`src/rtl/arc4_pkg.sv`:
```
// Shared types and constants for the ARC4 encryption engine.
package arc4_pkg;

    typedef enum logic [3:0] {
        IDLE,
        RD_LEN,
        WAIT_LEN,
        WR_LEN,
        INC_I,
        WAIT_SI,
        ADD_J,
        WAIT_SJ,
        SWAP_I,
        SWAP_J,
        RD_PAD,
        WAIT_PAD,
        WR_CT,
        DONE
    } state_t;

    localparam logic [7:0] PRINT_LO = 8'h20;
    localparam logic [7:0] PRINT_HI = 8'h7E;
    localparam logic [7:0] LEN_ADDR = 8'h00;

    function automatic logic is_printable(input logic [7:0] b);
        return (b >= PRINT_LO) && (b <= PRINT_HI);
    endfunction

endpackage

```
`src/rtl/arc4_encrypt.sv`:
```
// ARC4 PRGA encryption engine: length-prefixed PT -> CT, swapping S in place.
// Optional plaintext printable flag enabled by ARC4_ENC_PRINTABLE_CHECK_EN.
module arc4_encrypt
    import arc4_pkg::*;
#(
    parameter logic [7:0] MSG_MAX = 8'd255
) (
    input  logic       clk,
    input  logic       rst_n,
    input  logic       en,
    output logic       rdy,
    output logic [7:0] s_addr,
    input  logic [7:0] s_rddata,
    output logic [7:0] s_wrdata,
    output logic       s_wren,
    output logic [7:0] pt_addr,
    input  logic [7:0] pt_rddata,
    output logic [7:0] ct_addr,
    output logic [7:0] ct_wrdata,
    output logic       ct_wren
`ifdef ARC4_ENC_PRINTABLE_CHECK_EN
    ,
    output logic       pt_printable
`endif
);

    state_t     r_state, w_state_next;
    logic [7:0] r_i, r_j, r_k, r_len, r_si, r_sj;
    logic [7:0] w_i_next, w_j_next, w_k_next, w_len_next, w_si_next, w_sj_next;
    logic [7:0] r_s_addr, r_s_wrdata, r_pt_addr, r_ct_addr, r_ct_wrdata;

    assign rdy = (r_state == IDLE);

    // Addresses are driven combinationally in the issuing state and held by
    // registers through the following WAIT so the synchronous memories keep
    // returning the same word into the consuming state.
    always_comb begin
        w_state_next = r_state;
        w_i_next     = r_i;
        w_j_next     = r_j;
        w_k_next     = r_k;
        w_len_next   = r_len;
        w_si_next    = r_si;
        w_sj_next    = r_sj;
        s_addr       = r_s_addr;
        s_wrdata     = r_s_wrdata;
        s_wren       = 1'b0;
        pt_addr      = r_pt_addr;
        ct_addr      = r_ct_addr;
        ct_wrdata    = r_ct_wrdata;
        ct_wren      = 1'b0;
        case (r_state)
            IDLE:     if (en) w_state_next = RD_LEN;
            RD_LEN: begin
                pt_addr      = LEN_ADDR;
                w_state_next = WAIT_LEN;
            end
            WAIT_LEN: w_state_next = WR_LEN;
            WR_LEN: begin
                w_len_next   = (pt_rddata >= MSG_MAX) ? MSG_MAX : pt_rddata;
                ct_addr      = LEN_ADDR;
                ct_wrdata    = w_len_next;
                ct_wren      = 1'b1;
                w_i_next     = 8'd0;
                w_j_next     = 8'd0;
                w_k_next     = 8'd1;
                w_state_next = (w_len_next == 8'd0) ? DONE : INC_I;
            end
            INC_I: begin
                w_i_next     = r_i + 8'd1;
                s_addr       = w_i_next;
                w_state_next = WAIT_SI;
            end
            WAIT_SI:  w_state_next = ADD_J;
            ADD_J: begin
                w_si_next    = s_rddata;
                w_j_next     = r_j + s_rddata;
                s_addr       = w_j_next;
                w_state_next = WAIT_SJ;
            end
            WAIT_SJ:  w_state_next = SWAP_I;
            SWAP_I: begin
                w_sj_next    = s_rddata;
                s_addr       = r_i;
                s_wrdata     = s_rddata;
                s_wren       = 1'b1;
                w_state_next = SWAP_J;
            end
            SWAP_J: begin
                s_addr       = r_j;
                s_wrdata     = r_si;
                s_wren       = 1'b1;
                w_state_next = RD_PAD;
            end
            RD_PAD: begin
                s_addr       = r_si + r_sj;
                pt_addr      = r_k;
                w_state_next = WAIT_PAD;
            end
            WAIT_PAD: w_state_next = WR_CT;
            WR_CT: begin
                ct_addr   = r_k;
                ct_wrdata = pt_rddata ^ s_rddata;
                ct_wren   = 1'b1;
                if (r_k == r_len) begin
                    w_state_next = DONE;
                end else begin
                    w_k_next     = r_k + 8'd1;
                    w_state_next = INC_I;
                end
            end
            DONE:     w_state_next = IDLE;
            default:  w_state_next = IDLE;
        endcase
    end

    always_ff @(posedge clk or negedge rst_n) begin
        if (!rst_n) begin
            r_state     <= IDLE;
            r_i         <= 8'd0;
            r_j         <= 8'd0;
            r_k         <= 8'd0;
            r_len       <= 8'd0;
            r_si        <= 8'd0;
            r_sj        <= 8'd0;
            r_s_addr    <= 8'd0;
            r_s_wrdata  <= 8'd0;
            r_pt_addr   <= 8'd0;
            r_ct_addr   <= 8'd0;
            r_ct_wrdata <= 8'd0;
        end else begin
            r_state     <= w_state_next;
            r_i         <= w_i_next;
            r_j         <= w_j_next;
            r_k         <= w_k_next;
            r_len       <= w_len_next;
            r_si        <= w_si_next;
            r_sj        <= w_sj_next;
            r_s_addr    <= s_addr;
            r_s_wrdata  <= s_wrdata;
            r_pt_addr   <= pt_addr;
            r_ct_addr   <= ct_addr;
            r_ct_wrdata <= ct_wrdata;
        end
    end

`ifdef ARC4_ENC_PRINTABLE_CHECK_EN
    logic r_printable;

    always_ff @(posedge clk or negedge rst_n) begin
        if (!rst_n) begin
            r_printable <= 1'b1;
        end else if (r_state == IDLE && en) begin
            r_printable <= 1'b1;
        end else if (r_state == WR_CT && !is_printable(pt_rddata)) begin
            r_printable <= 1'b0;
        end
    end

    assign pt_printable = r_printable;
`endif

endmodule

```
`config.mk`:
```
export PLATFORM = sky130hd
export DESIGN_NAME = arc4_encrypt
export DESIGN_NICKNAME = d
export VERILOG_FILES = /design/src/rtl/arc4_pkg.sv /design/src/rtl/arc4_encrypt.sv
export SDC_FILE = /design/constraint.sdc
export NUM_CORES = 1
export LEC_CHECK = 0
export ABC_AREA = 0
export BUFFER_PORTS_ARGS = -buffer_cell sky130_fd_sc_hd__buf_2
export CAP_MARGIN = 20
export CORE_ASPECT_RATIO = 0.9
export CORE_MARGIN = 5
export CORE_UTILIZATION = 60
export CTS_BUF_LIST = sky130_fd_sc_hd__clkbuf_4 sky130_fd_sc_hd__clkbuf_8
export CTS_CLUSTER_DIAMETER = 60
export CTS_CLUSTER_SIZE = 24
export DETAILED_ROUTE_END_ITERATION = 10
export PLACE_DENSITY_LB_ADDON = 0.15
export REMOVE_ABC_BUFFERS = 1
export SLEW_MARGIN = 20
export SYNTH_ARGS = -nofsm -noshare
export SYNTH_HDL_FRONTEND = slang
export SYNTH_SLANG_ARGS = --single-unit
```
`constraint.sdc`:
```
create_clock -name clk -period 2.5 [get_ports clk]
set_input_delay 0.25 -clock clk [delete_from_list [all_inputs] [get_ports clk]]
set_output_delay 0.25 -clock clk [all_outputs]
set_load 0.05 [all_outputs]
```
After elaboration in Yosys (flattened, before gate mapping)
Cells that the tools add are included.
- add/sub/neg operators: 4
- magnitude comparators: 1
- equal/unequal tests: 15
- muxes and demuxes: 16
- bitwise logic cells: 1
- reduce and logical (&&, ||, !) cells: 8
- operators by type and width (cell ; count):
    case mux 8 bit (2 select lines) ; 7
    case mux 4 bit (13 select lines) ; 1
    case mux 8 bit (5 select lines) ; 1
    == test 4 bit (second input constant) ; 5
    adder 8 x 1 -> 8 bit (second input constant) ; 2
    adder 8 bit ; 2
    == test 4 x 3 -> 1 bit (second input constant) ; 4
    two-way mux 8 bit ; 2
    two-way mux 4 bit ; 3
    == test 4 x 2 -> 1 bit (second input constant) ; 2
    == test 8 bit ; 1
    >= comparator 8 bit (second input constant) ; 1
    zero test 8 bit ; 1
    bitwise XOR 8 bit ; 1
    nonzero test 2 bit ; 3
    == test 4 x 1 -> 1 bit (second input constant) ; 1
    zero test 4 bit ; 1
    inequality test 2 bit (second input constant) ; 2
    OR reduction 2 bit ; 2
    two-way mux 1 bit ; 2
    AND reduction 2 bit ; 1
- register bits after elaboration: 92
- output and inout bits: 43
- logic and storage cells: 57

Longest topological paths before layout
- depth in word-level cells: 5
- mapped depth: 9

Worst setup path after synthesis
Ideal clock, no wire load.
- path kind: register to output
- from: register r_j[0]
- to: output s_addr[6]
- arrival: 2.446 ns
- data required time: 2.250 ns
- slack: -0.196 ns
- stages on the path, launching flop included: 10
- path buffers: 0
- cells stage by stage: dfrtp_1 ha_1 inv_1 fa_1 nor2b_1 o31a_1 o21ai_0 nand3_1 nand3_1 a31oi_1
- cells in the longest elaborated chain, start to end: 2
- RTL lines (what ; RTL line ; text):
    start: declaration ; arc4_encrypt.sv:28 ; logic [7:0] r_i, r_j, r_k, r_len, r_si, r_sj;
    start signal: assignment ; arc4_encrypt.sv:134 ; r_j <= w_j_next;
    adder 8 bit ; arc4_encrypt.sv:77 ; w_j_next = r_j + s_rddata;
    case mux 8 bit (5 select lines) ; arc4_encrypt.sv:52 ; case (r_state)
    end: declaration ; arc4_encrypt.sv:12 ; output logic [7:0] s_addr,
Every way passes these cells.

Final worst setup path
- from: register r_si[0]
- to: output s_addr[7]
- cells in the longest elaborated chain, start to end: 2
- RTL lines (what ; RTL line ; text):
    start: declaration ; arc4_encrypt.sv:28 ;
    start signal: assignment ; arc4_encrypt.sv:137 ; r_si <= w_si_next;
    adder 8 bit ; arc4_encrypt.sv:96 ; s_addr = r_si + r_sj;
    case mux 8 bit (5 select lines) ; arc4_encrypt.sv:52 ;
Every way passes these cells.

==> out/qor.yml <==
status:
  outcome: "finished with violations"
  violations: "negative setup slack"
critical_path:
  cp_data_arrival_time_ns: 2.64
  cp_top_family: "compound AO/OA/AOI/OAI gates"
  cp_cell_sequence: "ha_4 > buf_4 > a211oi_4 > nor2_1 > a221oi_1 > xnor2_1 > nand2_1 > a41oi_2 > buf_6"
  critPathBufInv: 2
  crit_required_ns: 2.25
  cp_max_fo: 3
  startpoint_type: "flop"
  slowest_delay_ns: 0.42
  path_class: "reg2out"
  end_kind: "output pin"
  cp-startpoint: "r_si[0]"
  critical_path.slowest_cell: "dfrtp_1"
  crit-reg2reg-launch: "r_j[0]"
detailed_routing:
  met1Wirelength_mm: 5.867
  highest_layer: "met4"
  remaining_drc_errors: 0
  routed_via_density: 6.186
  first_pass_iters: 5
  wl_met2_mm: 6.590
  drtIter0Drc: 324
  drt_wl_total_mm: 13.90
  vias: 4398
  wl_met3_mm: 1.007
  wl_per_cell_um: 19.55
  drtAntennaViolNets: 0
synth:
  synth.most_common_cell: "dfrtp_1"
  syn_area_um2: 4940
  synth_ff_type: "dfrtp_1"
  synth_edf_count: 0
  synth.top_cell.area_share: 0.4661
  ys_seq_elements: 92
  synth_cell_type_count: 55
  synthTopCellsByArea: "dfrtp_1, nand2_1, o21ai_0, ha_1, a22o_1"
  synth_top_area_cell: "dfrtp_1"
  yosysWarnings: 0
  synth_area_per_cell_um2: 9.705
  seq_area_frac_synth: 0.4661
  syn_inst: 509
  yosys-top-cells-count: "dfrtp_1, nand2_1, o21ai_0, nor2_1, a21oi_1"
  async_flop_share: 1.000
sta:
  rsz0062_at_grt: "yes"
  worst_slew_pin_slew_ns: 0.6229
  fmax_mhz: 346.0
  finalWorstSetupSlack_ns: -0.3902
  tns_ns: -0.9630
  finalCriticalPeriod_ns: 2.890
  final_max_slew_viol_count: 0
  setup_viol: 4
  finalCritPeriodShare: 1.156
  hold_violations: 0
  finClkSkew_ns: 0.008455
  max_slew_margin: 0.5832
power:
  p_per_area_nw_per_um2: 567.2
  ir_drop_mv: 0.4637
  leakage_uw: 0.002836
  total_power_uw: 3478
final_layout:
  nets: 644
  nFillCells: 559
  drive_above_1_share: 0.3056
  area_delta_synth_final_pct: 24.11
  antenna_cells: 0
global_route:
  gr-usage-all-layers: 0.2721
  antenna_found_initial: 0
  grt_pass1_wl_mm: 21.49
  grt_pass1_vias: 4227
  grt-ovfl-total: 0
  grt_max_degree: 43
die:
  row_count: 31
  die_h_um: 96.08
  initial_utilization: 0.6152
  die_w_um: 105.6
  die_area_um2: 10150
  num_io_pins: 62
  core_um2: 8029
placed_design:
  dpl.hpwl_mm: 9.526
  portBuffers: 61
  place_congestion: 0.8962
clock_network:
  clock_path_buffers: 2
  cts_tree: "done"
  cts_buffers: 9
  cts-root-buf: "clkbuf_8"
  cts_sinks: 92
  clock_latency_ns: 0.37
  htreeDepth: 3
  clk_pin_slew_worst_paths_ns: 0.10
job:
  max_cap_viol_count: 0
min_path:
  min_from: "pt_rddata[7]"
  hp-class: "in2reg"
-- area by class of cell --
class / count / area, µm² / area share
tap: 99 / 123.9 / 0.02020
inverter: 11 / 41.29 / 0.006735
sequential: 92 / 2305 / 0.3759
clock buffer: 10 / 137.6 / 0.02245
timing repair buffer: 114 / 772.0 / 0.1259
multi-input combinational: 379 / 2699 / 0.4402
clock inverter: 6 / 52.55 / 0.008571
-- timing repair --
action / CTS / global route
setup buffers: 9 / 10
endpoints found under the hold margin: 39 / 0
hold buffers: 1 / 0
pin swaps: 4 / 13
setup endpoints to repair: 34 / 38
gates resized for setup: 43 / 37
-- kinds of logic after synthesis --
kind of cell               Yosys count  synth area share
xor gates and xnor gates            22           0.03901
adders and majority gates           18           0.04863
muxes                               16           0.03420
buffers and inverters               38           0.03875
DFF                                 92            0.4661
AOI/OAI and AO/OA                  135            0.1849
and+or+nand+nor                    188            0.1884
-- layout by cell type (no fill, tap or decap), drive strengths merged, types with 3 or more instances in the layout --
cell type    n
o22ai        6
clkbuf      12
and3         7
mux2i        9
a21oi       20
inv         15
nor2b        5
a211oi       7
nand2b      11
nor4         4
dfrtp       92
nand3        9
a221o        8
a221oi       3
xor2        15
nor2        38
nand2       90
ha          16
o21ai       45
a22o        18
xnor2        7
nor3         8
mux2         7
a41oi        3
a21o        10
nor3b        7
a31oi        3
buf        111
nand4        4
-- through the flow --
step / hold slack [ns] / cells / util / worst slack, ns / cell area (µm²)
final: 0.1239 / 711 / 0.7636 / -0.3902 / 6131
after detailed placement: 0.2725 / 675 / 0.6812 / -0.02946 / 5469
after CTS: 0.1185 / 701 / 0.7348 / -0.2185 / 5899
after global placement: 0.2602 / 675 / 0.6812 / -0.01215 / 5469
after floorplan: -0.04559 / 482 / - / -0.6204 / 4790
after global routing: 0.1204 / 711 / 0.7636 / -0.4685 / 6131
-- tightest hold or removal path: stages --
cell,delay (ns)
buf_2,0.12
nand2_1,0.05
nand2_1,0.05
-- power by group --
part / internal (µW) / total [µW] / switching (µW) / leakage [µW]
combinational: 341 / 808 / 467 / 0.00166
sequential: 1600 / 1690 / 91.9 / 0.00108
clock: 407 / 982 / 576 / 0.0000918
total: 2340 / 3480 / 1130 / 0.00284
-- layer usage --
layer | vias up | GRT usage
met2 | 211 | 0.4464
met1 | 2135 | 0.3609
met3 | 45 | 0.06237
met4 | 0 | 0.09385
met5 | - | 0
li1 | 2007 | -
-- path summary, 6_finish.rpt --
kind,endpoint,slack (ns),cells past startpoint
max,s_addr[7],-0.39,9
min,r_len[7],0.12,3
max reg2reg,r_s_addr[6],0.23,11
min reg2reg,r_s_wrdata[4],0.49,2
max in group asynchronous,r_state[0],1.38,3
min in group asynchronous,r_s_wrdata[5],0.40,2
Power figures use the tool's default switching activity.
